==> src/rtl/pipe_ctrl_pkg.sv <==
// pipe_ctrl_pkg
//   Shared encodings for the pipeline stall/flush sequencer: FSM state codes,
//   next-PC select codes, jump / branch / Mem_Write_Read encodings, the
//   5-bit register-index type and the control-bundle struct driven onto the
//   pipeline registers.
package pipe_ctrl_pkg;

    // Sequencer state
    typedef logic [1:0] state_t;
    localparam state_t ST_RUN      = 2'd0;
    localparam state_t ST_MEM_WAIT = 2'd1;
    localparam state_t ST_HALT     = 2'd2;

    // Next-PC source
    localparam logic [1:0] PC_SEQ = 2'b00;  // PC+4
    localparam logic [1:0] PC_BR  = 2'b01;  // branch address
    localparam logic [1:0] PC_JMP = 2'b10;  // jump target
    localparam logic [1:0] PC_JR  = 2'b11;  // jump register

    // Jump codes from EX/MEM (11 is treated as none)
    localparam logic [1:0] JMP_NONE = 2'b00;
    localparam logic [1:0] JMP_J    = 2'b01;
    localparam logic [1:0] JMP_JR   = 2'b10;

    // Branch codes from EX/MEM (11 is treated as none)
    localparam logic [1:0] BR_NONE = 2'b00;
    localparam logic [1:0] BR_BEQ  = 2'b01;
    localparam logic [1:0] BR_BNE  = 2'b10;

    // Mem_Write_Read: anything other than idle is an access
    localparam logic [1:0] MWR_IDLE = 2'b00;

    typedef logic [4:0] reg_idx_t;

    // Control bundle for the pipeline registers
    typedef struct packed {
        logic       pc_we;
        logic       if_id_we;
        logic       id_ex_we;
        logic       ex_mem_we;
        logic       if_id_flush;
        logic       id_ex_flush;
        logic       ex_mem_flush;
        logic       mem_wb_flush;
        logic [1:0] pc_sel;
    } ctrl_t;

    // Normal flow: everything advances, no bubbles
    localparam ctrl_t CTRL_DEFAULT = '{pc_we: 1'b1, if_id_we: 1'b1, id_ex_we: 1'b1,
                                       ex_mem_we: 1'b1, if_id_flush: 1'b0,
                                       id_ex_flush: 1'b0, ex_mem_flush: 1'b0,
                                       mem_wb_flush: 1'b0, pc_sel: PC_SEQ};

    // Memory wait: hold everything up to EX/MEM, push a bubble into MEM/WB
    localparam ctrl_t CTRL_FREEZE  = '{pc_we: 1'b0, if_id_we: 1'b0, id_ex_we: 1'b0,
                                       ex_mem_we: 1'b0, if_id_flush: 1'b0,
                                       id_ex_flush: 1'b0, ex_mem_flush: 1'b0,
                                       mem_wb_flush: 1'b1, pc_sel: PC_SEQ};

    // Debug halt: hold everything, no bubbles
    localparam ctrl_t CTRL_HALT    = '{pc_we: 1'b0, if_id_we: 1'b0, id_ex_we: 1'b0,
                                       ex_mem_we: 1'b0, if_id_flush: 1'b0,
                                       id_ex_flush: 1'b0, ex_mem_flush: 1'b0,
                                       mem_wb_flush: 1'b0, pc_sel: PC_SEQ};

    // Held in reset: nothing written, every stage loads a bubble
    localparam ctrl_t CTRL_RESET   = '{pc_we: 1'b0, if_id_we: 1'b0, id_ex_we: 1'b0,
                                       ex_mem_we: 1'b0, if_id_flush: 1'b1,
                                       id_ex_flush: 1'b1, ex_mem_flush: 1'b1,
                                       mem_wb_flush: 1'b1, pc_sel: PC_SEQ};

    // Redirect target select for a taken control transfer; jumps outrank branches
    function automatic logic [1:0] redirect_sel(input logic [1:0] jump);
        if (jump == JMP_J)       return PC_JMP;
        else if (jump == JMP_JR) return PC_JR;
        else                     return PC_BR;
    endfunction

endpackage

==> src/rtl/sat_counter.sv <==
// sat_counter
//   Up-counter that sticks at all-ones instead of wrapping.
//   Ports: clk, rst_n (async low), clear (sync, wins over inc), inc, count.
module sat_counter #(
    parameter int W = 16
) (
    input  logic         clk,
    input  logic         rst_n,
    input  logic         clear,
    input  logic         inc,
    output logic [W-1:0] count
);

    always_ff @(posedge clk or negedge rst_n) begin
        if (!rst_n)
            count <= '0;
        else if (clear)
            count <= '0;
        else if (inc && (count != '1))
            count <= count + 1'b1;
    end

endmodule

==> src/rtl/pipe_hazard_ctrl.sv <==
// pipe_hazard_ctrl
//   Stall/flush sequencer for the five-stage pipeline.
//   Inputs : ID source regs + use flags, EX load/dest info, EX/MEM jump/branch/
//            zero-flag and Mem_Write_Read, data-memory ready, debug halt_req.
//   Outputs: PC / IF-ID / ID-EX / EX-MEM write enables, four stage flushes,
//            pc_sel, registered halt_ack, sticky mem_err, and saturating
//            stall_cycles / redirect_count.
//   Control outputs are combinational from state and inputs; while rst_n is
//   low they are forced to the reset bundle without waiting for a clock.
module pipe_hazard_ctrl
    import pipe_ctrl_pkg::*;
#(
    parameter int MEM_TIMEOUT = 64,
    parameter int CNT_W       = 16
) (
    input  logic             clk,
    input  logic             rst_n,
    input  reg_idx_t         id_rs,
    input  reg_idx_t         id_rt,
    input  logic             id_uses_rs,
    input  logic             id_uses_rt,
    input  logic             ex_mem_read,
    input  logic             ex_regwrite,
    input  reg_idx_t         ex_dest,
    input  logic [1:0]       mem_jump,
    input  logic [1:0]       mem_branch_inst,
    input  logic             mem_zf,
    input  logic [1:0]       mem_wr_rd,
    input  logic             mem_ready,
    input  logic             halt_req,
    output logic             pc_we,
    output logic             if_id_we,
    output logic             id_ex_we,
    output logic             ex_mem_we,
    output logic             if_id_flush,
    output logic             id_ex_flush,
    output logic             ex_mem_flush,
    output logic             mem_wb_flush,
    output logic [1:0]       pc_sel,
    output logic             halt_ack,
    output logic             mem_err,
    output logic [CNT_W-1:0] stall_cycles,
    output logic [CNT_W-1:0] redirect_count
);

    localparam logic [7:0] TMO = 8'(MEM_TIMEOUT);

    state_t     state, state_n;
    logic [7:0] wait_cnt, wait_cnt_n;
    logic       mem_busy, taken, lu;
    logic       err_set, redir_inc;
    ctrl_t      ctrl, ctrl_o;

    // Hazard detection
    always_comb begin
        mem_busy = (mem_wr_rd != MWR_IDLE) && !mem_ready;
        taken    = (mem_jump == JMP_J) || (mem_jump == JMP_JR) ||
                   ((mem_branch_inst == BR_BEQ) &&  mem_zf) ||
                   ((mem_branch_inst == BR_BNE) && !mem_zf);
        lu       = ex_mem_read && ex_regwrite && (ex_dest != '0) &&
                   ((id_uses_rs && (id_rs == ex_dest)) ||
                    (id_uses_rt && (id_rt == ex_dest)));
    end

    // Sequencer
    always_comb begin
        logic run_rules;
        ctrl       = CTRL_DEFAULT;
        state_n    = state;
        wait_cnt_n = wait_cnt;
        err_set    = 1'b0;
        redir_inc  = 1'b0;
        run_rules  = 1'b0;

        case (state)
            ST_RUN: begin
                if (mem_busy) begin
                    ctrl       = CTRL_FREEZE;
                    state_n    = ST_MEM_WAIT;
                    wait_cnt_n = 8'd1;
                end else begin
                    run_rules = 1'b1;
                end
            end
            ST_MEM_WAIT: begin
                if (!mem_busy) begin
                    run_rules = 1'b1;
                    state_n   = ST_RUN;
                end else if (wait_cnt >= TMO) begin
                    // Give up on the access: flag it and let the pipe move on
                    run_rules = 1'b1;
                    err_set   = 1'b1;
                    state_n   = ST_RUN;
                end else begin
                    ctrl       = CTRL_FREEZE;
                    wait_cnt_n = wait_cnt + 8'd1;
                end
            end
            ST_HALT: begin
                ctrl    = CTRL_HALT;
                state_n = halt_req ? ST_HALT : ST_RUN;
            end
            default: state_n = ST_RUN;
        endcase

        // Release cycles out of MEM_WAIT see the same taken/load-use rules;
        // EX/MEM was held, so a redirect pending there is applied now.
        if (run_rules) begin
            if (taken) begin
                ctrl.pc_sel       = redirect_sel(mem_jump);
                ctrl.if_id_flush  = 1'b1;
                ctrl.id_ex_flush  = 1'b1;
                ctrl.ex_mem_flush = 1'b1;
                redir_inc         = 1'b1;
            end else if (lu) begin
                ctrl.pc_we       = 1'b0;
                ctrl.if_id_we    = 1'b0;
                ctrl.id_ex_flush = 1'b1;
            end else if (halt_req && (state == ST_RUN)) begin
                state_n = ST_HALT;
            end
        end
    end

    always_ff @(posedge clk or negedge rst_n) begin
        if (!rst_n) begin
            state    <= ST_RUN;
            wait_cnt <= '0;
            halt_ack <= 1'b0;
            mem_err  <= 1'b0;
        end else begin
            state    <= state_n;
            wait_cnt <= wait_cnt_n;
            halt_ack <= (state_n == ST_HALT);
            if (err_set)
                mem_err <= 1'b1;
        end
    end

    assign ctrl_o       = rst_n ? ctrl : CTRL_RESET;
    assign pc_we        = ctrl_o.pc_we;
    assign if_id_we     = ctrl_o.if_id_we;
    assign id_ex_we     = ctrl_o.id_ex_we;
    assign ex_mem_we    = ctrl_o.ex_mem_we;
    assign if_id_flush  = ctrl_o.if_id_flush;
    assign id_ex_flush  = ctrl_o.id_ex_flush;
    assign ex_mem_flush = ctrl_o.ex_mem_flush;
    assign mem_wb_flush = ctrl_o.mem_wb_flush;
    assign pc_sel       = ctrl_o.pc_sel;

    sat_counter #(.W(CNT_W)) u_stall_cnt (
        .clk   (clk),
        .rst_n (rst_n),
        .clear (1'b0),
        .inc   (!ctrl.pc_we),
        .count (stall_cycles)
    );

    sat_counter #(.W(CNT_W)) u_redir_cnt (
        .clk   (clk),
        .rst_n (rst_n),
        .clear (1'b0),
        .inc   (redir_inc),
        .count (redirect_count)
    );

endmodule
==> config.mk <==
export PLATFORM = sky130hd
export DESIGN_NAME = pipe_hazard_ctrl
export DESIGN_NICKNAME = d
export VERILOG_FILES = /design/src/rtl/pipe_ctrl_pkg.sv /design/src/rtl/sat_counter.sv /design/src/rtl/pipe_hazard_ctrl.sv
export SDC_FILE = /design/constraint.sdc
export NUM_CORES = 1
export LEC_CHECK = 0
export BUFFER_PORTS_ARGS = -buffer_cell sky130_fd_sc_hd__buf_2
export CORE_MARGIN = 2
export CORE_UTILIZATION = 55
export DETAILED_ROUTE_END_ITERATION = 8
export GPL_TIMING_DRIVEN = 0
export HOLD_SLACK_MARGIN = 0.03
export PLACE_DENSITY = 0.85
export SYNTH_ARGS = -nofsm -noshare
export SYNTH_HDL_FRONTEND = slang
export SYNTH_SLANG_ARGS = --single-unit
==> constraint.sdc <==
create_clock -name clk -period 5 [get_ports clk]
set_input_delay 1 -clock clk [delete_from_list [all_inputs] [get_ports clk]]
set_output_delay 1 -clock clk [all_outputs]
set_load 0.01 [all_outputs]
==> impl_metrics.py <==
metrics = {
    "global_routing": {
        "use_met1_pct": 24.8,
        "grtUsageTotal_pct": 20.8,
        "grt_use_met3_pct": 6.93,
        "grt_pass1_wl_um": 8150,
        "grt_max_degree": 50,
        "grt_antenna_before_repair": 0,
        "grt_pass1_vias": 1861,
        "gr-total-overflow": 0,
        "grt_busiest_layer": "met2",
        "use_met2_pct": 35.4,
    },
    "floorplanning": {
        "die_h_um": 70.0,
        "ios": 74,
        "core-area_um2": 4090,
        "die-area_um2": 4900,
        "num_rows": 23,
        "die_w_um": 70.0,
        "start_util_pct": 58.6,
    },
    "timing": {
        "rsz0062_at_grt": "false",
        "tightestPinTransition_ns": 1.02,
        "period_minus_slack_ns": 3.44,
        "holdWs_ns": 0.482,
        "slew_headroom_pct": 31.9,
        "tns_ns": 0,
        "skew_ns": 0.00287,
        "fmax_mhz": 291,
        "setup_viol": 0,
        "finalHoldViolations": 0,
        "post-route-period-util_pct": 68.7,
        "timing.final.max_slew_violations": 0,
    },
    "critical_path": {
        "worstSetupPathType": "in2out",
        "startpoint_type": "input port",
        "worst-r2r-cell-count": 7,
        "worstPathArrival_ns": 2.44,
        "crit_path_end_kind": "output port",
        "crit_fanout": 49,
        "worst_ep_required_time_ns": 4.00,
    },
    "power": {
        "p_leak_nw": 1.47,
        "p_seq_share_pct": 49.4,
        "power_switching_w": 0.000331,
        "combPwrFrac_pct": 27.7,
        "ir_drop_uv": 188,
        "swShare_pct": 33.4,
        "power_density_nw_per_um2": 340,
        "design_power_total_w": 0.000989,
        "clock_power_share_pct": 22.8,
        "internal-power_w": 0.000659,
    },
    "clock_network": {
        "cts_setup_buffers": 0,
        "clockRootBuffer": "clkbuf_8",
        "cts_buffers": 5,
        "cts_max_path_buffers": 2,
        "hold_buffers": 0,
        "h-tree-depth": 2,
        "cts_repair_resize_count": 0,
        "path_clk_slew_ns": 0.08,
        "cts_tree": "built",
        "clock_latency_ns": 0.29,
        "clock-sinks": 44,
    },
    "synth": {
        "ys_ff_latch": 44,
        "synth_warnings": 0,
        "yosys.cell_types.count": 52,
        "synth_cells": 227,
        "avgSynthCellArea_um2": 10.5,
        "async_flop_share_pct": 100,
        "seq_area_frac_synth_pct": 46.0,
        "synth-edff-count": 0,
        "ys.flop_type": "dfrtp_1",
        "synth_area_um2": 2390,
        "synth_nets": 261,
    },
    "detailed_routing": {
        "vias_per_cell": 5.47,
        "wl_per_cell_um": 13.3,
        "num_vias": 1958,
        "drtPass1Iterations": 4,
        "first_iter_violations": 86,
        "routed_wirelength_um": 4760,
        "drc_errors": 0,
        "ant_nets": 0,
    },
    "outcome": {
        "status": "complete, no violations",
    },
    "hold_path": {
        "worstHoldPathCells": 1,
        "hold_path_class": "reg2reg",
    },
    "run": {
        "max-cap-violations": 0,
    },
    "cells_and_area": {
        "layout_commonest_cell": "buf_2",
        "syn2layout_area_growth_pct": 21.6,
        "layout-drive-gt1-share_pct": 32.1,
        "fin_nets": 341,
        "antenna_cells": 0,
        "mostFrequentLayoutCells": "buf_2 (73), dfrtp_1 (44), xor2_1 (27), nand2_1 (19), xnor2_1 (16)",
        "stdcell_area_um2": 2910,
    },
    "place": {
        "gp_congestion": 0.784,
        "placedInstanceArea_um2": 2820,
        "dpl.hpwl_um": 3630,
        "port_buffers": 73,
    },
}
==> stage by stage <==
stage,setup WS [ns],cells,util [%]
2_1_floorplan,1.88,227,-
5_1_grt,1.36,358,71.3
3_5_place_dp,1.50,350,69.1
4_1_cts,1.50,358,71.3
6_report,1.56,358,71.3
3_3_place_gp,1.52,350,69.1
==> power groups by stage <==
stage / clock, W / sequential, W / combinational, W
floorplan: 0 / 0.000511 / 0.000145
global placement: 0 / 0.000492 / 0.000270
detailed placement: 0 / 0.000495 / 0.000279
CTS: 0.000231 / 0.000488 / 0.000280
global route: 0.000250 / 0.000501 / 0.000306
finish: 0.000226 / 0.000489 / 0.000274
==> critical path: stages <==
cell	delay, ns
buf_2	0.76
and2_1	0.28
o31a_1	0.16
buf_4	0.10
buf_2	0.11
==> registers in the layout, summed over array words and instances (netlist names) <==
name / flops
u_redir_cnt.count: 16
u_stall_cnt.count: 16
wait_cnt: 8
state: 2
halt_ack: 1
mem_err: 1
==> cell type report <==
class	count	area, um2
multi-input combinational	169	1220
fill	318	1170
sequential	44	1100
timing repair buffer	73	365
clock buffer	8	90.1
tap	50	62.6
buffer	7	48.8
inverter	7	26.3
==> Yosys cell counts, types with 2 or more instances <==
library cell  number  area share, %
xor2_1            27            9.9
ha_1               4            2.1
nor3_1            12            2.5
nand4_1            7            1.8
nand2b_1           3           0.78
o21ai_0            2           0.42
clkbuf_1           2           0.31
and4_1             3            1.1
dfrtp_1           44             46
o21a_1             2           0.63
and3_1             2           0.52
nor4_1             2           0.52
buf_4              4            1.3
inv_1              7            1.1
nor2_1            15            2.4
o31ai_1            2           0.63
nand2_1           19            3.0
and2_1             2           0.52
o2111ai_1          2           0.73
mux2_2             2           0.94
xnor2_1           16            5.9
nor4b_1            2           0.73
o21bai_1           2           0.63
nand3_1           12            2.5
nor3b_1            5            1.6
==> worst paths after layout <==
kind	startpoint	endpoint	slack, ns
min reg2reg	u_stall_cnt.count[4]	u_stall_cnt.count[4]	0.48
max reg2reg	u_stall_cnt.count[0]	u_stall_cnt.count[9]	3.00
min in group asynchronous	rst_n	u_stall_cnt.count[13]	0.88
max in group asynchronous	rst_n	u_redir_cnt.count[3]	3.49
min	u_stall_cnt.count[4]	u_stall_cnt.count[4]	0.48
max	rst_n	pc_we	1.56
==> layer usage <==
| metal | vias up | part of all wire (%) | wire [um] |
|---|---|---|---|
| met5 | - | 0 | 0 |
| met1 | 954 | 42 | 2020 |
| met3 | 2 | 4.8 | 229 |
| li1 | 960 | - | - |
| met4 | 0 | 0.57 | 27 |
| met2 | 42 | 52 | 2480 |
==> kinds of logic (layout without fill, tap and decap cells) <==
family          count (synthesis)  in the layout  synth area share [%]
mux                             3              3                  1.36
xor+xnor                       43             43                  15.7
compound gates                 21             21                  7.21
flops                          44             44                  46.0
fa+ha+maj                       4              4                  2.09
simple gates                   98             98                  24.5
buf+inv                        14             95                  3.14
(Power assumes the default switching activity.)
